<file path="src/rtl/traditional_mult8_aor_enc32.sv">
// Registered 8x8 unsigned multiplier, partial products locked by 32 AND/OR key gates.
// Define AOR_LOCK_EN to insert the key gates; otherwise keyinput is ignored.
module traditional_mult8_aor_enc32 (
    input  logic        clk,
    input  logic        rst_n,
    input  logic [7:0]  operand1_i,
    input  logic [7:0]  operand2_i,
    input  logic [31:0] keyinput,
    output logic [15:0] result_o
);

    logic [7:0]  pp  [8];
    logic [7:0]  lpp [8];
    logic [15:0] sum;

    always_comb begin
        for (int j = 0; j < 8; j++) begin
            pp[j] = operand1_i & {8{operand2_i[j]}};
        end
    end

`ifdef AOR_LOCK_EN
    localparam logic [31:0] K0 = 32'hF5852662;

    // Locked positions are the checkerboard cells where column parity matches row parity.
    for (genvar j = 0; j < 8; j++) begin : g_row
        for (genvar i = 0; i < 8; i++) begin : g_col
            if ((i % 2) == (j % 2)) begin : g_lock
                localparam int K = (i / 2) * 8 + j;
                if (K0[K]) begin : g_and
                    assign lpp[j][i] = pp[j][i] & keyinput[K];
                end else begin : g_or
                    assign lpp[j][i] = pp[j][i] | keyinput[K];
                end
            end else begin : g_pass
                assign lpp[j][i] = pp[j][i];
            end
        end
    end
`else
    logic unused_key;
    assign unused_key = ^keyinput;

    always_comb begin
        for (int j = 0; j < 8; j++) begin
            lpp[j] = pp[j];
        end
    end
`endif

    always_comb begin
        sum = 16'h0000;
        for (int j = 0; j < 8; j++) begin
            sum = sum + (16'(lpp[j]) << j);
        end
    end

    always_ff @(posedge clk) begin
        if (!rst_n) begin
            result_o <= 16'h0000;
        end else begin
            result_o <= sum;
        end
    end

endmodule

</file>
<file path="config.mk">
export PLATFORM = sky130hd
export DESIGN_NAME = traditional_mult8_aor_enc32
export DESIGN_NICKNAME = d
export VERILOG_FILES = /design/src/rtl/traditional_mult8_aor_enc32.sv
export SDC_FILE = /design/constraint.sdc
export NUM_CORES = 1
export LEC_CHECK = 0
export BUFFER_PORTS_ARGS = -buffer_cell sky130_fd_sc_hd__buf_2
export CELL_PAD_IN_SITES_DETAIL_PLACEMENT = 2
export CELL_PAD_IN_SITES_GLOBAL_PLACEMENT = 2
export CORE_MARGIN = 3
export CORE_UTILIZATION = 34
export CTS_CLUSTER_DIAMETER = 30
export DETAILED_ROUTE_END_ITERATION = 8
export GPL_TIMING_DRIVEN = 0
export PLACE_DENSITY_LB_ADDON = 0.05
export SLEW_MARGIN = 5
export SYNTH_ARGS = -nofsm -noshare
export SYNTH_HDL_FRONTEND = slang
export SYNTH_SLANG_ARGS = --single-unit
</file>
<file path="constraint.sdc">
create_clock -name clk -period 13.9 [get_ports clk]
set_input_delay 2.78 -clock clk [delete_from_list [all_inputs] [get_ports clk]]
set_output_delay 2.78 -clock clk [all_outputs]
set_load 0.1 [all_outputs]
</file>
==> results by group <==
Global route
  – Grt peak-use layer: met2
  – Largest net degree at the start of global routing: 11
  – GR Util All Layers: 0.1541
  – GR met3 Demand/Resource: 0.02142
  – GRT overflow: 0
  – First-pass GRT wire length: 9508 µm
  – Met2 usage in global routing: 0.2652
  – Initial antenna violation count: 0
  – Vias in the first global route: around 2000
  – Global-route met1 utilization: 0.2121

Power and ir drop
  – PwrDens: approximately 160 nW/µm²
  – Total power: 0.4221 mW
  – Maximum vdd drop: between 0.07 and 0.08 mV
  – Leakage: ~1.4 nW

Synth
  – Synth Instances: ~260
  – Ys async rst share: 0
  – Warnings from Yosys: 0
  – Post-synth EDFFs: 0
  – Post-synthesis sequential area ratio: 0.1373
  – Syn Std Cell Area: 2333 µm²
  – Flops & latches, synth: 16
  – Most used DFF post-synth: dfxtp_1
  – Netlist cell types: 30
  – Syn_area_per_cell: approximately 9 µm²
  – Mapped Nets: 372

Status
  – Status: complete, no violations

Clock network
  – Setup Buffers After CTS: 0
  – Worst-path clk slew: ~0.070 ns
  – H-tree depth: 1
  – Hold buffers post-CTS: 0
  – CTS tree: built
  – Maximum buffer depth of the clock tree: 2
  – # resized after CTS: 0
  – Clock Sinks: 16
  – Num CTS Buffers: 3
  – Clock root buffer master: clkbuf_8

Routing
  – DRT Pass-1 Iters: 4
  – Drt initial violations: 36
  – Drt total wl: around 5500 µm
  – # DRC: 0
  – Routed vias/inst: approximately 5
  – DR vias: about 1900
  – WL per Instance: between 10 and 15 µm
  – Post-DRT Antenna Nets: 0

Setup path
  – Worst path cell trace: buf_2 -> and2_1 -> fa_1 -> fa_1 -> ha_1 -> fa_1 -> xnor2_1 -> fa_1 -> inv_1 -> fa_1 -> inv_1 -> fa_1 -> inv_1 -> ha_1 -> fa_1 -> a211oi_2 -> o21bai_1 -> a31oi_1 -> mux2i_1
  – Worst Path Arrival: around 7.7 ns
  – CP max FO: 8
  – CP Capture Type: flip-flop
  – Worst EP required: between 10 and 15 ns
  – Slowest-stage cell, CP: fa_1
  – CP startpoint kind: input pin
  – Critical path class: input pin to flip-flop
  – Crit-path most repeated cell: fa_1
  – CP peak stage delay: roughly 0.50 ns

STA
  – Actual slew at the worst max-slew pin: 0.5307 ns
  – Final cycle utilization of the critical path: 0.5402
  – Setup TNS: 0 ns
  – Max_slew headroom: 0.6462
  – Fin. Hold Viols: 0
  – RSZ-0062 raised after global routing: no
  – Fmax: between 100 and 150 MHz
  – Final min period: roughly 7.5 ns
  – Setup violators final: 0
  – Max-slew violation count: 0

Finish
  – Non-Filler Instances: roughly 370
  – Share of post-route cells with drive strength above 1: 0.1361
  – Cell area after layout: ~2600 µm²
  – Most frequent cells in the layout: 39 x inv_1, 38 x and2_1, 38 x nand2_1, 34 x fa_1, 32 x buf_2
  – Largest Register: result_o
  – Leading cell type in the layout, fill and taps excluded: inv_1
  – Synthesis-to-finish area growth: 13.35%
  – Max reg flops: 16
  – Biggest regs: result_o x16
  – N_diodes: 0
  – Nets@finish: 409

Floorplanning
  – Die X: between 80 and 90 µm
  – # IOs: 66
  – Core ar.: around 6500 µm²
  – Die height: slightly below 90 µm
  – FP Rows: 29
  – Die area: around 7900 µm²
  – Initial Util: 0.3593

Place
  – DP Cell Count: 367
  – DP HPWL: between 4000 and 5000 µm
  – Port buffer count: 32
  – Post-Place Cell Area: 2590 µm²
  – Final GP Congestion: about 0.71

Worst hold path
  – HP Class: input pin to flip-flop

Run
  – Max Cap Violations: 0
final cells by class:
type | count | area [µm²]
sequential | 16 | 320.3
buffer | 3 | 11.26
inverter | 39 | 146.4
timing repair buffer | 32 | 160.2
clock buffer | 4 | 55.05
tap | 77 | 96.34
fill | 769 | 3850
multi-input combinational | 200 | 1856
metrics by stage:
step,setup slack (ns),util,hold WS [ns]
global route,6.131,0.4072,2.812
CTS,6.351,0.4072,2.793
detailed placement,6.090,0.3988,3.074
floorplan,6.630,-,2.926
finish,6.392,0.4072,2.796
global placement,6.119,0.3988,3.063
cells by family (layout without fill, tap and decap cells):
group,after synthesis,count (layout),synth area share
xor gates and xnor gates,8,8,0.03003
AOI/OAI and AO/OA,33,33,0.09652
DFF,16,16,0.1373
and+or+nand+nor,91,91,0.1989
buffers and inverters,42,78,0.06756
muxes,4,4,0.01716
adders and majority gates,64,64,0.4525
final timing paths:
check | to | startpoint | cells past startpoint
setup / recovery | result_o[15] | operand1_i[0] | 19
hold / removal | result_o[14] | rst_n | 3
power by group:
| part | switching [mW] | internal [mW] | total, mW | leakage, nW |
|---|---|---|---|---|
| Combinational | 0.216 | 0.0992 | 0.315 | 1.27 |
| Sequential | 0.00240 | 0.0598 | 0.0622 | 0.133 |
| Clock | 0.0193 | 0.0252 | 0.0445 | 0.0288 |
critical path, delay by kind of cell:
kind | cells | cell delay, ns
AND/OR/NAND/NOR | 1 | 0.19
adder cells (fa/ha/maj) | 9 | 3.38
AO/OA/AOI/OAI | 3 | 0.63
buffers and inverters | 4 | 0.35
multiplexers | 1 | 0.19
XOR/XNOR | 1 | 0.17
per-layer routing:
metal  up-vias  routed length, µm
met5         -                  0
met4         0                 23
li1        889                  -
met1       938               2653
met2        21               2673
met3         3                136
synthesized netlist by cell type (5+ instances only):
| cell type | number | share of area |
|---|---|---|
| fa_1 | 34 | 0.29 |
| o21ai_0 | 6 | 0.013 |
| ha_1 | 30 | 0.16 |
| inv_1 | 39 | 0.063 |
| dfxtp_1 | 16 | 0.14 |
| nand2_1 | 38 | 0.061 |
| nand2b_1 | 5 | 0.013 |
| and2_1 | 38 | 0.10 |
| xnor2_1 | 6 | 0.023 |
| a21oi_1 | 6 | 0.013 |
Power figures use the tool's default switching activity.
